<file path="config.mk">
export PLATFORM = sky130hd
export DESIGN_NAME = qpu_exu_oitf
export DESIGN_NICKNAME = d
export VERILOG_FILES = /design/src/rtl/qpu_exu_oitf.sv
export SDC_FILE = /design/constraint.sdc
export NUM_CORES = 1
export LEC_CHECK = 0
export CAP_MARGIN = 20
export CORE_ASPECT_RATIO = 0.6
export CORE_MARGIN = 2
export CORE_UTILIZATION = 58
export DETAILED_ROUTE_END_ITERATION = 10
export MAX_ROUTING_LAYER = met4
export PLACE_DENSITY = 0.83
export REMOVE_ABC_BUFFERS = 1
export SETUP_SLACK_MARGIN = 0.2
export SLEW_MARGIN = 20
export SYNTH_ARGS = -nofsm -noshare
export SYNTH_HDL_FRONTEND = slang
export SYNTH_SLANG_ARGS = --single-unit
</file>
<file path="constraint.sdc">
create_clock -name clk -period 3.65 [get_ports clk]
set_clock_uncertainty 0.1 [all_clocks]
set_input_delay 1.095 -clock clk [delete_from_list [all_inputs] [get_ports clk]]
set_output_delay 1.095 -clock clk [all_outputs]
set_load 0.01 [all_outputs]
</file>
<file path="src/rtl/qpu_exu_oitf.sv">
// rtl/qpu_exu_oitf.sv - outstanding instruction track FIFO for the QPU execute stage
//
// Records every long-pipe instruction issued by dispatch (classical loads/FMR
// that write rd, measures that set qubit flags) and retires them in order as
// they write back. Also provides hazard matches against the dispatching
// instruction so dispatch can stall RAW/WAW and qubit-flag conflicts.
//
// Ports:
//   clk, rst_n                  clock, asynchronous active-low reset
//   dis_ena / dis_ready         allocate request / at least one free entry
//   dis_rs1en, dis_rs2en        dispatching instruction reads rs1 / rs2
//   dis_rdwen, dis_qfren        dispatching instruction writes rd / sets qubit flags
//   dis_rs1idx/rs2idx/rdidx     register indices of the dispatching instruction
//   dis_qubitlist               qubit list of the dispatching instruction
//   dis_ptr                     tag of the entry being allocated
//   ret_ena                     head entry has written back, pop it
//   ret_ptr, ret_rdwen, ret_qfren, ret_rdidx, ret_qubitlist   head entry contents
//   oitf_empty                  no valid entries
//   oitfrd_match_disprs1/rs2/rd register hazard matches
//   oitfqf_match_dispql         qubit-flag overlap match

module qpu_exu_oitf #(
    parameter int DEPTH     = 4,
    parameter int PTR_W     = 2,
    parameter int RFIDX_W   = 5,
    parameter int QUBIT_NUM = 8
) (
    input  logic                 clk,
    input  logic                 rst_n,

    input  logic                 dis_ena,
    output logic                 dis_ready,
    input  logic                 dis_rs1en,
    input  logic                 dis_rs2en,
    input  logic                 dis_rdwen,
    input  logic                 dis_qfren,
    input  logic [RFIDX_W-1:0]   dis_rs1idx,
    input  logic [RFIDX_W-1:0]   dis_rs2idx,
    input  logic [RFIDX_W-1:0]   dis_rdidx,
    input  logic [QUBIT_NUM-1:0] dis_qubitlist,
    output logic [PTR_W-1:0]     dis_ptr,

    input  logic                 ret_ena,
    output logic [PTR_W-1:0]     ret_ptr,
    output logic                 ret_rdwen,
    output logic                 ret_qfren,
    output logic [RFIDX_W-1:0]   ret_rdidx,
    output logic [QUBIT_NUM-1:0] ret_qubitlist,

    output logic                 oitf_empty,
    output logic                 oitfrd_match_disprs1,
    output logic                 oitfrd_match_disprs2,
    output logic                 oitfrd_match_disprd,
    output logic                 oitfqf_match_dispql
);

    // Pointers carry one extra wrap bit above the index so full and empty
    // can be told apart when the indices coincide.
    logic [PTR_W:0]         alc_ptr_r;
    logic [PTR_W:0]         ret_ptr_r;

    logic [DEPTH-1:0]       valid_r;
    logic [DEPTH-1:0]       rdwen_r;
    logic [DEPTH-1:0]       qfren_r;
    logic [RFIDX_W-1:0]     rdidx_r     [DEPTH];
    logic [QUBIT_NUM-1:0]   qubitlist_r [DEPTH];

    logic                   full;
    logic                   empty;
    logic                   alc_fire;
    logic                   ret_fire;
    logic [PTR_W-1:0]       alc_idx;
    logic [PTR_W-1:0]       ret_idx;

    localparam logic [PTR_W:0] PTR_ONE = {{PTR_W{1'b0}}, 1'b1};

    assign alc_idx  = alc_ptr_r[PTR_W-1:0];
    assign ret_idx  = ret_ptr_r[PTR_W-1:0];
    assign full     = (alc_idx == ret_idx) && (alc_ptr_r[PTR_W] != ret_ptr_r[PTR_W]);
    assign empty    = (alc_ptr_r == ret_ptr_r);

    // Full is registered state, so a same-cycle retire never frees a slot
    // for a same-cycle allocate.
    assign alc_fire = dis_ena && !full;
    assign ret_fire = ret_ena && !empty;

    always_ff @(posedge clk or negedge rst_n) begin
        if (!rst_n) begin
            alc_ptr_r <= '0;
            ret_ptr_r <= '0;
            valid_r   <= '0;
            rdwen_r   <= '0;
            qfren_r   <= '0;
            for (int i = 0; i < DEPTH; i++) begin
                rdidx_r[i]     <= '0;
                qubitlist_r[i] <= '0;
            end
        end else begin
            // Allocate and retire never target the same entry: equal indices
            // mean full (no allocate) or empty (no retire).
            if (alc_fire) begin
                valid_r[alc_idx]     <= 1'b1;
                rdwen_r[alc_idx]     <= dis_rdwen;
                qfren_r[alc_idx]     <= dis_qfren;
                rdidx_r[alc_idx]     <= dis_rdidx;
                qubitlist_r[alc_idx] <= dis_qubitlist;
                alc_ptr_r            <= alc_ptr_r + PTR_ONE;
            end
            if (ret_fire) begin
                valid_r[ret_idx] <= 1'b0;
                ret_ptr_r        <= ret_ptr_r + PTR_ONE;
            end
        end
    end

    // Hazard matches look only at registered contents: an entry being
    // retired this cycle still matches, one being allocated does not yet.
    always_comb begin
        logic rs1_hit;
        logic rs2_hit;
        logic rd_hit;
        logic ql_hit;
        rs1_hit = 1'b0;
        rs2_hit = 1'b0;
        rd_hit  = 1'b0;
        ql_hit  = 1'b0;
        for (int i = 0; i < DEPTH; i++) begin
            if (valid_r[i] && rdwen_r[i]) begin
                if (rdidx_r[i] == dis_rs1idx) rs1_hit = 1'b1;
                if (rdidx_r[i] == dis_rs2idx) rs2_hit = 1'b1;
                if (rdidx_r[i] == dis_rdidx)  rd_hit  = 1'b1;
            end
            if (valid_r[i] && qfren_r[i] && ((qubitlist_r[i] & dis_qubitlist) != '0)) begin
                ql_hit = 1'b1;
            end
        end
        oitfrd_match_disprs1 = rs1_hit && dis_rs1en;
        oitfrd_match_disprs2 = rs2_hit && dis_rs2en;
        oitfrd_match_disprd  = rd_hit  && dis_rdwen;
        oitfqf_match_dispql  = ql_hit;
    end

    assign dis_ready     = !full;
    assign oitf_empty    = empty;
    assign dis_ptr       = alc_idx;
    assign ret_ptr       = ret_idx;
    assign ret_rdwen     = rdwen_r[ret_idx];
    assign ret_qfren     = qfren_r[ret_idx];
    assign ret_rdidx     = rdidx_r[ret_idx];
    assign ret_qubitlist = qubitlist_r[ret_idx];

endmodule

</file>
==> results of run 1 <==
timing repair:
| action | in CTS | in global routing |
|---|---|---|
| pin swaps | 9 | 4 |
| gates cloned | 0 | 0 |
| setup buffers | 0 | 0 |
| setup endpoints to repair | 4 | 4 |
| hold buffers | 0 | 0 |
| resized for setup | 98 | 14 |
state kept, by name, indices dropped and copies added, names as in the netlist:
register     cells
qubitlist_r     32
qfren_r          4
valid_r          4
ret_ptr_r        3
alc_ptr_r        3
rdidx_r         20
rdwen_r          4
worst max-delay path by stage:
stage	start	endpoint	slack [ps]	cells after the start
4_1_cts	dis_rdidx[2]	oitfrd_match_disprd	120	7
3_5_place_dp	dis_rdidx[2]	oitfrd_match_disprd	-610	7
6_report	dis_rdidx[2]	oitfrd_match_disprd	210	7
3_3_place_gp	dis_rdidx[2]	oitfrd_match_disprd	-550	7
2_1_floorplan	dis_rs1idx[3]	oitfrd_match_disprs1	680	4
5_1_grt	dis_rdidx[4]	oitfrd_match_disprd	170	6
through the flow:
stage	power, W	TNS, ps
2_1_floorplan	0.00330	0
3_3_place_gp	0.00433	-1950
3_5_place_dp	0.00439	-2020
4_1_cts	0.00536	0
5_1_grt	0.00565	0
6_report	0.00538	0
area by class of cell:
| type | count | area share (%) |
|---|---|---|
| clock inverter | 5 | 1.40 |
| multi-input combinational | 224 | 46.0 |
| clock buffer | 10 | 4.28 |
| inverter | 10 | 0.702 |
| timing repair buffer | 79 | 12.5 |
| tap | 104 | 2.43 |
| sequential | 70 | 32.8 |
metal layers:
layer	vias to the layer above	global-route usage, %	wire length, um
met1	1509	45.2	5340
li1	1311	-	-
met4	0	6.69	78
met2	135	40.7	4800
met3	13	7.37	875
met5	-	-	0
synthesized netlist by cell type:
cell type	instances	area (um2)
nor3_1	12	60.1
xnor2_2	2	32.5
xor2_1	13	114
mux4_2	10	225
dfrtp_1	70	1750
xnor2_1	53	464
nand4_1	17	106
a22oi_1	19	143
mux2_2	25	282
o41a_1	3	33.8
nand2_1	7	26.3
inv_1	10	37.5
buf_2	1	5.00
nand3_1	5	25.0
a31oi_4	1	21.3
buf_6	5	56.3
ha_1	8	100
clkbuf_1	12	45.0
buf_1	2	7.51
a31oi_1	1	6.26
nand2_4	4	45.0
and3_1	1	6.26
mux4_1	5	131
a21boi_0	1	7.51
mux2_4	35	526
buf_4	5	37.5
o21ai_0	2	10.0
power breakdown:
group	switching, W	total (W)	internal [W]	leakage, nW
logic	0.00108	0.00271	0.00162	1.35
clock network	0.000306	0.000896	0.000590	0.152
registers	0.000590	0.00177	0.00118	0.830
kinds of logic after synthesis:
kind of cell	synth area share, %
AOI/OAI and AO/OA	5.14
xor gates and xnor gates	14.2
adders and majority gates	2.32
buffers and inverters	4.39
DFF	40.7
muxes	27.0
and+or+nand+nor	6.25
==> impl_metrics.tcl, run 1 <==
set metrics [dict create \
    clk_latency_ps 330 \
    tightest_slew_ps 823 \
    fillers 479 \
    arrival_ps 2250 \
    grt_max_degree 29 \
    port_buffers 55 \
    cp-start-kind "input port" \
    end_kind "output pin" \
    cts_tree "built" \
    design_area_um2 5350 \
    placed_cell_area_um2 5010 \
    maxCapViolations 0 \
    grt_pass1_vias 3011 \
    rr_startpoint "ret_ptr_r[0]" \
    vias_per_cell 5.91 \
    hpwl_um 7930 \
    drc 0 \
    hold_path_startpoint "qubitlist_r[9]" \
    cts.reportedPaths.clkPinSlew_ps 50 \
    yosysSeqAreaShare_pct 40.7 \
    ys_types 27 \
    cpPeakStageDelay_ps 420 \
    final_cell_mix "dfrtp_1, xnor2_1, mux2_4" \
    seq_area_um2 1750 \
    grt_pass1_wl_um 17400 \
    clock-root-buffer "clkbuf_16" \
    critPathSlowestCell "o41a_1" \
    final_common_cell "dfrtp_1" \
    post-place-ws_ps -613 \
    layout_setup_ws_ps 207 \
    cts_buffer_depth 2 \
    dieArea_um2 8150 \
    syn_area_um2 4310 \
    critical-path-top-delay-family "buffers and inverters" \
    path_class "in2out" \
    via_count 2968 \
    drt_wl_total_um 11100 \
    area_growth_pct 24.2 \
    diodes 0 \
    r2r_cells 5 \
    placementRows 24 \
    holdPathEnd "qubitlist_r[9]" \
    initial_core_util_pct 59.5 \
    yosysWarnings 0 \
    hold_violations 0 \
    power.leakage_nw 2.34 \
    final_antenna_net_count 0 \
    finalCoreUtilization_pct 73.9 \
    fin_nets 433 \
    cts.sinks 70 \
    hold-worst-slack_ps 433 \
    setup_violations 0 \
    fin_crit_sh_pct 94.3 \
    gp_congestion 0.962 \
    die_height_um 70.7 \
    regToRegSetupSlack_ps 1580 \
    slew_headroom_pct 44.8 \
    ys_seq_elements 70 \
    cts_buffers 9 \
    fmax_ghz 0.290 \
    htreeDepth 3 \
    dp.cells 487 \
    dr.pass1.iters 5 \
    multi_input_area_um2 2460 \
    cp.required_ps 2450 \
    reg2reg_to "qubitlist_r[1]" \
    wl_per_cell_um 22.1 \
    ir_worst_vdd_mv 0.525 \
    grt.overflow.total 0 \
    status "completed" \
    syn_inst 329 \
    hp-class "reg2reg" \
    hold-path-cell-count 1 \
    rsz0062_at_grt "yes" \
    drtIter0Drc 239 \
    fp.dieW_um 115 \
    track_usage_pct 29.9 \
    ios 56 \
    avgSynthCellArea_um2 13.1 \
    crit_buf_inv 3 \
    antenna_found_initial 0 \
    crit_chain "buf_2 > xnor2_1 > buf_4 > nand4_1 > nor3_1 > o41a_1 > clkbuf_2" \
    coreArea_um2 7240 \
    drive_above_1_share_pct 40.2 \
    crit_fanout 5 \
    fin_crit_ps 3440 \
    slew_viol_final 0 \
    layoutNonFillerInstCount 502 \
    p_per_area_nw_per_um2 1010 \
]
Power figures use the tool's default switching activity.
==> run 2: changes to the inputs <==
REMOVE_ABC_BUFFERS = unset   (was 1)
==> impl_metrics.tcl, run 2 (same netlist as run 1, synthesis figures left out) <==
set metrics [dict create \
    p_int_w 0.00330 \
    crit_buf_inv 2 \
    dieArea_um2 8150 \
    largest_register_ffs 32 \
    grt_pass1_wl_um 17500 \
    cts_buffer_depth 2 \
    gp_congestion 0.969 \
    final_antenna_net_count 0 \
    status "completed" \
    p_per_area_nw_per_um2 996 \
    diodes 0 \
    arrival_ps 2220 \
    hpwl_um 7510 \
    drtIter0Drc 295 \
    fp.dieW_um 115 \
    syn_nets 368 \
    rsz0062_at_grt "no" \
    crit_chain "clkdlybuf4s15_2 > a22oi_2 > nand4_1 > nand3_1 > nand4_1 > buf_2" \
    fin_crit_sh_pct 93.6 \
    setup_violations 0 \
    grt_max_degree 54 \
    wl_per_cell_um 22.5 \
    via_count 3001 \
    cts.reportedPaths.clkPinSlew_ps 50 \
    cp.required_ps 2450 \
    drt_wl_total_um 11100 \
    pwr-share-comb_pct 50.6 \
    critPathSlowestCell "clkdlybuf4s15_2" \
    grt.overflow.total 0 \
    ir_worst_vdd_mv 0.546 \
    crit_fanout 8 \
    path_class "in2out" \
    switching_share_pct 37.7 \
    cp-start-kind "input port" \
    hold_violations 0 \
    clk_latency_ps 340 \
    final_common_cell "dfrtp_1" \
    critical-path-top-delay-family "simple AND/OR/NAND/NOR gates" \
    die_height_um 70.7 \
    slew_viol_final 0 \
    antenna_found_initial 0 \
    area_growth_pct 23.5 \
    vias_per_cell 6.07 \
    clockPowerShare_pct 15.3 \
    ios 56 \
    final_cell_mix "dfrtp_1, xnor2_1, mux2_4" \
    clock-root-buffer "clkbuf_16" \
    power.leakage_nw 2.32 \
    grt_pass1_vias 3046 \
    port_buffers 55 \
    end_kind "output pin" \
    slew_headroom_pct 54.3 \
    cts_buffers 9 \
    top_regs "qubitlist_r: 32 flops, rdidx_r: 20 flops" \
    multi_input_area_um2 2510 \
    netSwitchingPower_w 0.00200 \
    fin_total_pwr_w 0.00529 \
    fmax_ghz 0.293 \
    seq_area_um2 1750 \
    hp-class "reg2reg" \
    hold-worst-slack_ps 435 \
    cp_common_cell "nand4_1" \
    fillers 479 \
    tightest_slew_ps 683 \
    drc 0 \
    cts.sinks 70 \
    drive_above_1_share_pct 40.8 \
    dr.pass1.iters 5 \
    placementRows 24 \
    cpPeakStageDelay_ps 260 \
    top_register "qubitlist_r" \
    htreeDepth 3 \
    power.share.sequential_pct 34.0 \
    initial_core_util_pct 59.5 \
    track_usage_pct 30.7 \
    maxCapViolations 0 \
    fin_crit_ps 3420 \
    cts_tree "built" \
    coreArea_um2 7240 \
    fin_nets 425 \
]
run 2: changes by cell type in the layout (fill, tap and decap cells not counted), sizes merged:
cell | previous run | this run
clkinv | 3 | 1
clkbuf | 13 | 15
buf | 37 | 35
bufinv | 2 | 0
clkdlybuf4s15 | 12 | 8
run 2: worst paths after layout:
| check | to | slack (ps) | start | cells past startpoint |
|---|---|---|---|---|
| max | oitfqf_match_dispql | 230 | dis_qubitlist[3] | 6 |
| min | qubitlist_r[17] | 440 | qubitlist_r[17] | 1 |
| max reg2reg | qubitlist_r[0] | 1590 | ret_ptr_r[1] | 4 |
| min reg2reg | qubitlist_r[17] | 440 | qubitlist_r[17] | 1 |
| max in group asynchronous | ret_ptr_r[0] | 2240 | rst_n | 2 |
| min in group asynchronous | ret_ptr_r[2] | 590 | rst_n | 1 |
run 2: final cells by class:
| type | instances | area share [%] |
|---|---|---|
| multi-input cells | 224 | 47.3 |
| flip-flops and latches | 70 | 33.0 |
| repair buffers | 71 | 11.5 |
| clock buffers | 14 | 4.96 |
| well taps | 104 | 2.45 |
| inverters | 10 | 0.706 |
| clock inverters | 1 | 0.0941 |
run 2: stage by stage:
stage          setup WS (ps)  instances  cell area [um2]  setup TNS, ps  util (%)
2_1_floorplan            401        329             4310              0         -
3_3_place_gp            -508        476             4950          -1880      68.4
3_5_place_dp            -505        476             4950          -1920      68.4
4_1_cts                  204        493             5310              0      73.4
5_1_grt                  202        494             5320              0      73.5
6_report                 233        494             5320              0      73.5
run 2: per-layer routing:
metal	track usage, %	vias to the layer above	share of wire (%)
met2	41.0	132	43
met4	8.30	0	1.3
met1	44.4	1555	48
li1	-	1301	-
met5	-	-	0
met3	10.9	13	7.8
run 2: power groups by stage:
| stage | sequential (W) | clock, W | combinational, W |
|---|---|---|---|
| floorplan | 0.00152 | 0 | 0.00188 |
| global placement | 0.00172 | 0 | 0.00255 |
| detailed placement | 0.00173 | 0 | 0.00260 |
| CTS | 0.00177 | 0.000820 | 0.00267 |
| global route | 0.00185 | 0.000857 | 0.00286 |
| finish | 0.00180 | 0.000812 | 0.00268 |
run 2: timing repair:
item                       CTS  global route
pin swaps                   14            13
setup buffers                2             1
resized for setup          120            14
hold buffers                 0             0
setup endpoints to repair    6             3
==> run 3: changes to the inputs <==
CORE_UTILIZATION = 56   (was 58)
PLACE_DENSITY = 0.81   (was 0.83)
clock period = 3.54 ns   (was 3.65 ns; I/O delays follow)
==> impl_metrics.tcl, run 3 (same netlist as run 1, synthesis figures left out) <==
set metrics [dict create \
    status "completed" \
    antenna_found_initial 0 \
    cp-start-kind "input port" \
    drtIter0Drc 305 \
    grt.overflow.total 0 \
    drt_wl_total_um 11300 \
    p_per_area_nw_per_um2 1020 \
    fp.dieW_um 117 \
    cts.reportedPaths.clkPinSlew_ps 60 \
    drc 0 \
    tightest_slew_ps 727 \
    coreArea_um2 7360 \
    pwr-share-comb_pct 51.0 \
    fin_total_pwr_w 0.00548 \
    gp_congestion 0.970 \
    cts_buffer_depth 2 \
    cts_tree "built" \
    port_buffers 55 \
    final_common_cell "dfrtp_1" \
    cts_buffers 9 \
    path_class "in2out" \
    switching_share_pct 37.8 \
    vias_per_cell 6.11 \
    top_register "qubitlist_r" \
    largest_register_ffs 32 \
    critical-path-top-delay-family "compound AO/OA/AOI/OAI gates" \
    clk_latency_ps 330 \
    via_count 3023 \
    cpPeakStageDelay_ps 390 \
    track_usage_pct 30.3 \
    maxCapViolations 0 \
    met1_length_um 5440 \
    final_cell_mix "dfrtp_1, xnor2_1, mux2_4" \
    final_antenna_net_count 0 \
    hpwl_um 7640 \
    arrival_ps 2220 \
    hold_violations 0 \
    layoutNonFillerInstCount 495 \
    wl_per_cell_um 22.9 \
    grt_max_degree 58 \
    clockPowerShare_pct 15.3 \
    crit_chain "clkdlybuf4s15_2 > xnor2_1 > nand4_1 > nor3_2 > o41a_1 > buf_2" \
    drive_above_1_share_pct 41.2 \
    end_kind "output pin" \
    ios 56 \
    rsz0062_at_grt "yes" \
    fin_nets 426 \
    syn_nets 368 \
    wl_met2_um 4870 \
    dp.cells 478 \
    area_growth_pct 24.3 \
    fin_crit_sh_pct 95.4 \
    hp-class "reg2reg" \
    top_regs "qubitlist_r: 32 flops, rdidx_r: 20 flops" \
    fmax_ghz 0.296 \
    wl_met3_um 893 \
    ir_worst_vdd_mv 0.530 \
    hold-worst-slack_ps 439 \
    hold_buffers 0 \
    htreeDepth 3 \
    netSwitchingPower_w 0.00207 \
    cp.required_ps 2380 \
    critPathSlowestCell "o41a_1" \
    clock-root-buffer "clkbuf_16" \
    top_layer "met4" \
    cts.sinks 70 \
    diodes 0 \
    dieArea_um2 8430 \
    p_int_w 0.00341 \
    crit_buf_inv 2 \
    die_height_um 71.9 \
    grt_pass1_wl_um 17900 \
    grt_pass1_vias 3029 \
    slew_viol_final 0 \
    initial_core_util_pct 58.5 \
    placementRows 24 \
    setup_violations 0 \
    fin_crit_ps 3380 \
    slew_headroom_pct 51.3 \
    dr.pass1.iters 5 \
    power.share.sequential_pct 33.7 \
    crit_fanout 4 \
    power.leakage_nw 2.32 \
]
-- run 3: cell count changes in the layout (fill, tap and decap cells not counted), moves of 2 or more --
cell,delta
xnor2_4,+2
clkbuf_1,-2
xnor2_2,-3
clkinvlp_4,+2
-- run 3: worst paths after layout --
check / from / endpoint / slack, ps / cells after the start
min in group asynchronous: rst_n / alc_ptr_r[2] / 520 / 1
setup reg to reg: ret_ptr_r[0] / rdidx_r[4] / 1450 / 5
setup / recovery: dis_rs1idx[2] / oitfrd_match_disprs1 / 160 / 6
hold reg to reg: qubitlist_r[25] / qubitlist_r[25] / 440 / 1
hold / removal: qubitlist_r[25] / qubitlist_r[25] / 440 / 1
max in group asynchronous: rst_n / rdidx_r[5] / 2190 / 2
-- run 3: final cells by class --
class	count	area [um2]
multi-input combinational	224	2540
fill	509	2010
sequential	70	1750
timing repair buffer	72	618
clock buffer	12	256
tap	104	130
inverter	10	37.5
clock inverter	3	20.0
-- run 3: through the flow --
step | setup slack (ps) | instance area, um2 | util [%] | TNS, ps
finish | 162 | 5350 | 72.7 | 0
global route | 125 | 5350 | 72.7 | 0
CTS | 182 | 5310 | 72.2 | 0
detailed placement | -550 | 4950 | 67.3 | -2050
global placement | -585 | 4950 | 67.3 | -2080
floorplan | 357 | 4310 | - | 0
-- run 3: layer usage --
metal  vias up  global-route usage (%)
met2       141                    41.7
met4         0                    5.88
met1      1560                    46.1
li1       1304                       -
met3        18                    7.27
met5         -                       -
-- run 3: power by group through the flow --
stage          logic, W  registers, W  clock network [W]
3_3_place_gp    0.00264       0.00176                  0
4_1_cts         0.00277       0.00181           0.000845
2_1_floorplan   0.00194       0.00157                  0
6_report        0.00279       0.00185           0.000838
5_1_grt         0.00300       0.00190           0.000880
3_5_place_dp    0.00270       0.00178                  0
-- run 3: what timing repair did --
action,4_1_cts,5_1_grt
setup endpoints to repair,4,4
gates resized for setup,125,18
pin swaps,20,9
hold endpoints to repair,0,0
setup buffers,2,0
